## src/rtl/alu_exec_unit.sv

```systemverilog
// rtl/alu_exec_unit.sv - multi-cycle ALU execution unit with bit-serial shifter
//
// Purpose:
//   Executes one ALU operation per accepted start. Most operations complete in a
//   single cycle. Shifts step one bit per cycle through the SHIFT state. Result
//   and flags are registered and hold until the next non-NOP completion.
//
// Ports:
//   clk     in   1   sole clock, rising edge
//   rst_n   in   1   asynchronous active-low reset
//   start   in   1   request to execute one operation (accepted only when idle)
//   aluSel  in   4   operation select
//   aluSrc  in   1   operand B select: 0 = rt, 1 = imm
//   rs      in  32   operand A
//   rt      in  32   operand B candidate (register)
//   imm     in  32   operand B candidate (sign-extended immediate)
//   busy    out  1   operation in flight
//   done    out  1   one-cycle pulse, result and flags valid
//   result  out 32   operation result
//   carry   out  1   carry-out / last bit shifted out
//   zero    out  1   result == 0
//   sign    out  1   result[31]

module alu_exec_unit (
  input  logic        clk,
  input  logic        rst_n,
  input  logic        start,
  input  logic [3:0]  aluSel,
  input  logic        aluSrc,
  input  logic [31:0] rs,
  input  logic [31:0] rt,
  input  logic [31:0] imm,
  output logic        busy,
  output logic        done,
  output logic [31:0] result,
  output logic        carry,
  output logic        zero,
  output logic        sign
);

  typedef enum logic [1:0] {
    S_IDLE  = 2'b00,
    S_SHIFT = 2'b01,
    S_DONE  = 2'b10
  } state_t;

  localparam logic [3:0] OP_ADD  = 4'b0000;
  localparam logic [3:0] OP_COMP = 4'b0001;
  localparam logic [3:0] OP_AND  = 4'b0010;
  localparam logic [3:0] OP_XOR  = 4'b0011;
  localparam logic [3:0] OP_SHL  = 4'b0100;
  localparam logic [3:0] OP_SHR  = 4'b0101;
  localparam logic [3:0] OP_SRA  = 4'b0110;
  localparam logic [3:0] OP_PASS = 4'b1000;
  localparam logic [3:0] OP_DIFF = 4'b1001;

  state_t      r_state;
  state_t      w_next;

  logic [31:0] r_result;
  logic        r_carry;
  logic        r_zero;
  logic        r_sign;

  // Shifter working state: operand A is latched here on start and shifted in place.
  logic [31:0] r_shreg;
  logic [4:0]  r_cnt;
  logic [1:0]  r_shop;     // low bits of the shift opcode: 00 SHL, 01 SHR, 10 SRA

  logic [31:0] w_opb;
  logic        w_accept;
  logic        w_is_shift;
  logic [4:0]  w_n;
  logic        w_go_shift;

  logic [31:0] w_alu_res;
  logic        w_alu_carry;
  logic        w_alu_write;

  logic [31:0] w_diff;
  logic [5:0]  w_diff_idx;

  logic [31:0] w_sh_next;
  logic        w_sh_out;
  logic        w_sh_last;

  assign w_opb      = aluSrc ? imm : rt;
  assign w_accept   = (r_state == S_IDLE) && start;
  assign w_is_shift = (aluSel == OP_SHL) || (aluSel == OP_SHR) || (aluSel == OP_SRA);
  assign w_n        = w_opb[4:0];
  assign w_go_shift = w_is_shift && (w_n != 5'd0);
  assign w_sh_last  = (r_state == S_SHIFT) && (r_cnt == 5'd1);

  // Index of the least-significant differing bit; 32 when operands are equal.
  // Scanning from the top down lets the lowest set bit win.
  always_comb begin
    w_diff     = rs ^ w_opb;
    w_diff_idx = 6'd32;
    for (int i = 31; i >= 0; i--) begin
      if (w_diff[i]) begin
        w_diff_idx = 6'(i);
      end
    end
  end

  // Single-cycle datapath, evaluated on the start edge directly from the inputs.
  // Shifts land here only for n = 0, where the result is operand A unchanged.
  always_comb begin
    w_alu_res   = 32'd0;
    w_alu_carry = 1'b0;
    w_alu_write = 1'b1;
    case (aluSel)
      OP_ADD:                 {w_alu_carry, w_alu_res} = {1'b0, rs} + {1'b0, w_opb};
      OP_COMP:                w_alu_res = ~w_opb + 32'd1;
      OP_AND:                 w_alu_res = rs & w_opb;
      OP_XOR:                 w_alu_res = rs ^ w_opb;
      OP_SHL, OP_SHR, OP_SRA: w_alu_res = rs;
      OP_PASS:                w_alu_res = w_opb;
      OP_DIFF:                w_alu_res = {26'd0, w_diff_idx};
      default:                w_alu_write = 1'b0;
    endcase
  end

  // One shift step; w_sh_out is the bit leaving the register this cycle.
  always_comb begin
    w_sh_next = r_shreg;
    w_sh_out  = 1'b0;
    case (r_shop)
      2'b00: begin
        w_sh_next = {r_shreg[30:0], 1'b0};
        w_sh_out  = r_shreg[31];
      end
      2'b01: begin
        w_sh_next = {1'b0, r_shreg[31:1]};
        w_sh_out  = r_shreg[0];
      end
      default: begin
        w_sh_next = {r_shreg[31], r_shreg[31:1]};
        w_sh_out  = r_shreg[0];
      end
    endcase
  end

  always_comb begin
    w_next = r_state;
    case (r_state)
      S_IDLE: begin
        if (w_accept) begin
          w_next = w_go_shift ? S_SHIFT : S_DONE;
        end
      end
      S_SHIFT: begin
        if (r_cnt == 5'd1) begin
          w_next = S_DONE;
        end
      end
      S_DONE:  w_next = S_IDLE;
      default: w_next = S_IDLE;
    endcase
  end

  always_ff @(posedge clk or negedge rst_n) begin
    if (!rst_n) begin
      r_state  <= S_IDLE;
      r_result <= 32'd0;
      r_carry  <= 1'b0;
      r_zero   <= 1'b0;
      r_sign   <= 1'b0;
      r_shreg  <= 32'd0;
      r_cnt    <= 5'd0;
      r_shop   <= 2'b00;
    end else begin
      r_state <= w_next;

      if (w_accept) begin
        r_shreg <= rs;
        r_cnt   <= w_n;
        r_shop  <= aluSel[1:0];
        // Non-shift (and zero-length shift) results are committed on the start
        // edge so they are visible in the DONE cycle; NOP commits nothing.
        if (!w_go_shift && w_alu_write) begin
          r_result <= w_alu_res;
          r_carry  <= w_alu_carry;
          r_zero   <= (w_alu_res == 32'd0);
          r_sign   <= w_alu_res[31];
        end
      end

      if (r_state == S_SHIFT) begin
        r_shreg <= w_sh_next;
        r_cnt   <= r_cnt - 5'd1;
      end

      // The final shift step writes straight into the result registers.
      if (w_sh_last) begin
        r_result <= w_sh_next;
        r_carry  <= w_sh_out;
        r_zero   <= (w_sh_next == 32'd0);
        r_sign   <= w_sh_next[31];
      end
    end
  end

  assign busy   = (r_state != S_IDLE);
  assign done   = (r_state == S_DONE);
  assign result = r_result;
  assign carry  = r_carry;
  assign zero   = r_zero;
  assign sign   = r_sign;

endmodule

```

## config.mk

```make
export PLATFORM = sky130hd
export DESIGN_NAME = alu_exec_unit
export DESIGN_NICKNAME = d
export VERILOG_FILES = /design/src/rtl/alu_exec_unit.sv
export SDC_FILE = /design/constraint.sdc
export NUM_CORES = 1
export LEC_CHECK = 0
export ABC_AREA = 1
export CAP_MARGIN = 20
export CORE_MARGIN = 5
export CORE_UTILIZATION = 60
export CTS_BUF_LIST = sky130_fd_sc_hd__clkbuf_4
export CTS_CLUSTER_SIZE = 25
export DETAILED_ROUTE_END_ITERATION = 10
export PLACE_DENSITY_LB_ADDON = 0.25
export SYNTH_ARGS = -nofsm -noshare
export SYNTH_HDL_FRONTEND = slang
export SYNTH_SLANG_ARGS = --single-unit
```

## constraint.sdc

```tcl
create_clock -name clk -period 5.1 [get_ports clk]
set_clock_uncertainty 0.05 [all_clocks]
set_input_delay 0.51 -clock clk [delete_from_list [all_inputs] [get_ports clk]]
set_output_delay 0.51 -clock clk [all_outputs]
set_load 0.02 [all_outputs]
```

# Yosys cells after proc, flatten, opt, wreduce, memory -nomap -nowiden
# Index checks and enable logic that the tools add are counted.
totals:
  regBits: 76
  input_bits: 104
  out_inout_bits: 37
classes:
  add_sub_neg: 3
  n_eq_ne: 14
  mux: 58
  bitwise_logic: 3
  reduce_logical: 21
ops:
  columns: ["op", "n"]
  rows:
  - ["$pmux W32 S7", 1]
  - ["$mux W32", 6]
  - ["$mux W6", 32]
  - ["$logic_not A32 Y1", 2]
  - ["$pmux W32 S2", 1]
  - ["$add A32 B32 Y33", 1]
  - ["$add A32 B1 Y32 const B", 1]
  - ["$and A32 B32 Y32", 1]
  - ["$not A32 Y32", 1]
  - ["$xor A32 B32 Y32", 1]
  - ["$eq A4 B3 Y1 const B", 3]
  - ["$mux W1", 12]
  - ["$mux W5", 2]
  - ["$reduce_or A9 Y1", 1]
  - ["$eq A4 B2 Y1 const B", 2]
  - ["$eq A4 B4 Y1 const B", 2]
  - ["$reduce_bool A2 Y1", 4]
  - ["$mux W2", 3]
  - ["$eq A5 B1 Y1 const B", 1]
  - ["$reduce_bool A5 Y1", 1]
  - ["$sub A5 B1 Y5 const B", 1]
  - ["$eq A2 B1 Y1 const B", 2]
  - ["$eq A4 B1 Y1 const B", 1]
  - ["$logic_and A1 B1 Y1", 4]
  - ["10 further kinds", 13]

# Logic depth before layout (Yosys ltp)
logic_depth:
  word_depth: 39
  depth_mapped: 42
  mapped_depth_nobuf: 39

# Least setup slack after synthesis
# OpenSTA, ideal clock, no wires.
synth_timing:
  path_kind: "input port to flip-flop"
  startpoint: "input port aluSrc"
  endpoint: "register r_zero (netlist: zero)"
  arrival_ns: 3.473
  path_slack_ns: 1.504
  cell_stages: 23
  n_path_buf: 5
  path_cell_list: "buf_6 > buf_8 > buf_12 > buf_6 > o21ai_0 > inv_1 > ha_1 > clkbuf_1 > nor4_1 > inv_1 > nor2_1 > o31ai_1 > a211oi_1 > nand2_1 > nor2_1 > nand3_1 > nor3_1 > nand4_1 > nor2_1 > nand4_1 > nor2_1 > nand3_1 > a21oi_2"
synth_between:
  elab_chain_cells: 39
  word_cells_on_any_way: 49
  classes_between: "2 x add/sub; 37 x mux; 3 x bitwise; 7 x reduce/logical"
synth_lines:
  columns: ["item", "line", "rtl"]
  rows:
  - ["start: declaration", "29", "input logic aluSrc,"]
  - ["$mux W32 (*)", "87", "assign w_opb = aluSrc ? imm : rt;"]
  - ["$xor A32 B32 Y32", "97, 116", null]
  - ["$mux W6 (32 in series)", "100", "if (w_diff[i]) begin"]
  - ["$pmux W32 S7", "112", "case (aluSel)"]
  - ["$logic_not A32 Y1", "184", "r_zero <= (w_alu_res == 32'd0);"]
  - ["$mux W1", "181", "if (!w_go_shift && w_alu_write) begin"]
  - ["$mux W1", "175", "if (w_accept) begin"]
  - ["$mux W1", "195", "if (w_sh_last) begin"]
  - ["end signal: assignment", "184", null]
  - ["end signal: assignment", "198", "r_zero <= (w_sh_next == 32'd0);"]
  - ["end: declaration", "62", "logic r_zero;"]
# Every way passes the cells marked *; elsewhere a longest branch is shown, timed or not. The select of a mux whose other input is x is not followed.
# A chain may end at the register's enable or synchronous reset.

# Worst setup path after layout
# Same ends and word-level chain as after synthesis.

==> reports/metrics.cfg <==
[synthesis]
syn-num-nets=1478
postSynth.asyncResetShare_pct=100.0
synth-xor-area-share_pct=0.8407
synth_edf_count=0
syn_inst=1336
ys_ff_latch=75
yosysWarnings=0
synth_ff_type=dfrtp_1
synth_top_area_cell=dfrtp_1
synth-adder-area-share_pct=5.795
yosysTopAreaCellShare_pct=22.52
yosys.area_share.simple_pct=28.81
yosysUniqueCellTypes=64
synth_common_cells=nand2_1, inv_1, o21ai_0
synth_top_family_by_area=simple AND/OR/NAND/NOR gates
synth.most_common_cell=nand2_1
synth.area.mux_share_pct=0.6305
synth_area_leaders=dfrtp_1, nand2_1, inv_1, o21ai_0, ha_1
synth_compound_area_share_pct=28.25
syn_area_per_cell_um2=6.238
syn_area_um2=8334
ys_seq_area_share_pct=22.52

[power_and_ir_drop]
leakage_nw=4.671
irDropWorstVdd_v=0.0002237
powerDensity_nw_per_um2=384.7

[floorplanning]
die_x_um=127.9
fp.dieH_um=127.9
fp.coreArea_um2=13770
dieArea_um2=16350
start_util_pct=60.51
row_count=43
ioPinCount=141

[drt]
vias_per_cell=6.244
wire_per_inst_um=19.07
drtAntennaViolNets=0
drtPass1Iterations=6
vias=10180
drc=0
drt_iter0_drc=1399
routed_wl_mm=31.11

[clock_tree]
holdBufCountCts=0
cts.sinks=75
h-tree-depth=3
root_buffer=clkbuf_4
ctsResizeCount=0
clk_path_buf_depth=2
clk_latency_ns=0.45
post_cts_buffers=0
clkTransAtPathRegs_ns=0.14
cts_tree=done
cts_made_buffers=9

[timing]
finalCritPeriodShare_pct=82.46
drv_slew=0
worst_slew_pin_slew_ns=0.9937
hold_viol_final=0
slew_headroom_pct=33.68
max_freq_mhz=237.8
worst_slack_ns=0.8946
grt_setup_unrepaired=no
tns_ns=0
setup_viol=0
fin_crit_ns=4.205

[placed_design]
portBuffers=140
dpl_worst_slack_ns=0.5673
hpwl_mm=24.21
place.gp.congestion=1.027

[outcome]
status=completed

[setup_path]
cp_max_fo=50
cp.required_ns=5.42
crit_arrival_ns=4.53
path_class=in2reg
startpoint_type=input pin
endpoint_kind=flop

[flow_run]
maxCapViolations=0

[global_routing]
grt_first_pass_wirelength_mm=49.00
grt_pass1_vias=9428
antenna_found_initial=1
grt_remaining_overflow=0
grt_usage_pct=37.66
grt_max_degree=76

[min_path]
min_path_type=in2async

[cells_and_area]
syn_to_final_growth_pct=20.19
fin_nets=1588
drive_gt1_share_pct=5.793

==> worst max-delay path: stages <==
cell and delay, ns:
buf_2 0.19, buf_12 0.21, o21ai_0 0.38, inv_1 0.09
ha_1 0.44, nand2_1 0.11, nor3_1 0.23, nand3_1 0.14
o2111ai_1 0.31, a21boi_0 0.26, o21ai_1 0.29, nand2_1 0.11
nand2_1 0.07, nand2_1 0.05, a31oi_1 0.32, nand3_1 0.12
nor3_1 0.24, nand4_1 0.11, nor2_1 0.10, nand3_1 0.09
a21oi_2 0.14
==> sequential cells by signal, summed over array words and instances, names as in the netlist <==
signal and count:
result 32, r_shop 2, r_state 2, r_cnt 5, r_shreg 32, zero 1
carry 1
==> kinds of logic (layout without fill, tap and decap cells) <==
logic type / after synthesis / in the layout
buf+inv: 274 / 388
other cells: 0 / 1
flops: 75 / 75
compound gates: 379 / 379
mux: 5 / 5
xor+xnor: 8 / 8
fa+ha+maj: 38 / 38
simple gates: 557 / 557
==> power breakdown <==
group	switching [mW]	internal, mW	leakage [nW]
clock network	0.230	0.247	0.0922
logic	1.46	0.826	3.63
registers	0.210	0.885	0.943
==> placed cells by master, fill, tap and decap left out, types with 3 or more instances in the layout <==
cell and n:
clkdlybuf4s50_1 138, mux2i_1 3, a21oi_1 86, or2_2 6, o21bai_1 3, nor3_1 18, a22oi_1 19, nor3_2 4
nand2_1 319, buf_4 19, nor2_1 111, o22ai_1 17, o21ai_1 8, nor4_1 7, xor2_1 7, inv_1 201
a31oi_1 9, o21ai_2 9, a221oi_1 17, nor2_2 5, o2111ai_1 7, nand3_2 6, o21a_1 5, clkbuf_4 9
dfrtp_1 75, clkinv_1 6, nand4_1 11, nand3_1 56, inv_2 5, o21ai_0 124, ha_1 37, nand3b_1 3
bufinv_16 3, o211ai_1 38, o221ai_1 16, clkinv_4 3, a21boi_0 4
==> worst paths after layout <==
| check | cells after the start | endpoint | slack (ns) | start |
|---|---|---|---|---|
| worst min register to register | 2 | result[4] | 0.45 | result[4] |
| worst min-delay path | 1 | result[14] | 0.13 | rst_n |
| worst max-delay path | 21 | zero | 0.89 | aluSrc |
| max in group asynchronous | 1 | r_shreg[21] | 4.23 | rst_n |
| min in group clk | 2 | result[4] | 0.45 | result[4] |
| worst max register to register | 10 | zero | 1.37 | r_shop[1] |
==> metal layers <==
| metal | share of wire, % | global-route usage [%] | vias to the layer above | wire length, um |
|---|---|---|---|---|
| met4 | 3.9 | 14.73 | 0 | 1218 |
| met1 | 38 | 49.78 | 4649 | 11840 |
| met5 | 0 | 0 | - | 0 |
| met2 | 44 | 57.58 | 681 | 13790 |
| met3 | 14 | 11.75 | 114 | 4264 |
| li1 | - | - | 4740 | - |
==> metrics by stage <==
stage	power [mW]	cell area [um^2]	std cells	hold slack (ns)	util [%]
CTS	3.782	10010	1630	0.1620	72.71
detailed placement	3.292	9832	1615	0.4219	71.38
floorplan	2.457	8334	1336	0.1644	-
global placement	3.242	9832	1615	0.4124	71.38
finish	3.854	10020	1631	0.1282	72.73
global route	4.110	10020	1631	0.1806	72.73
==> cell type report <==
class / instances / area (um^2)
well taps: 180 / 225.2
fillers: 1217 / 3756
multi-input cells: 987 / 5371
repair buffers: 159 / 1549
clock inverters: 6 / 115.1
flip-flops and latches: 75 / 1877
clock buffers: 9 / 67.56
diodes: 1 / 2.502
inverters: 214 / 809.5
No activity file was read; power rests on OpenSTA's default activity.
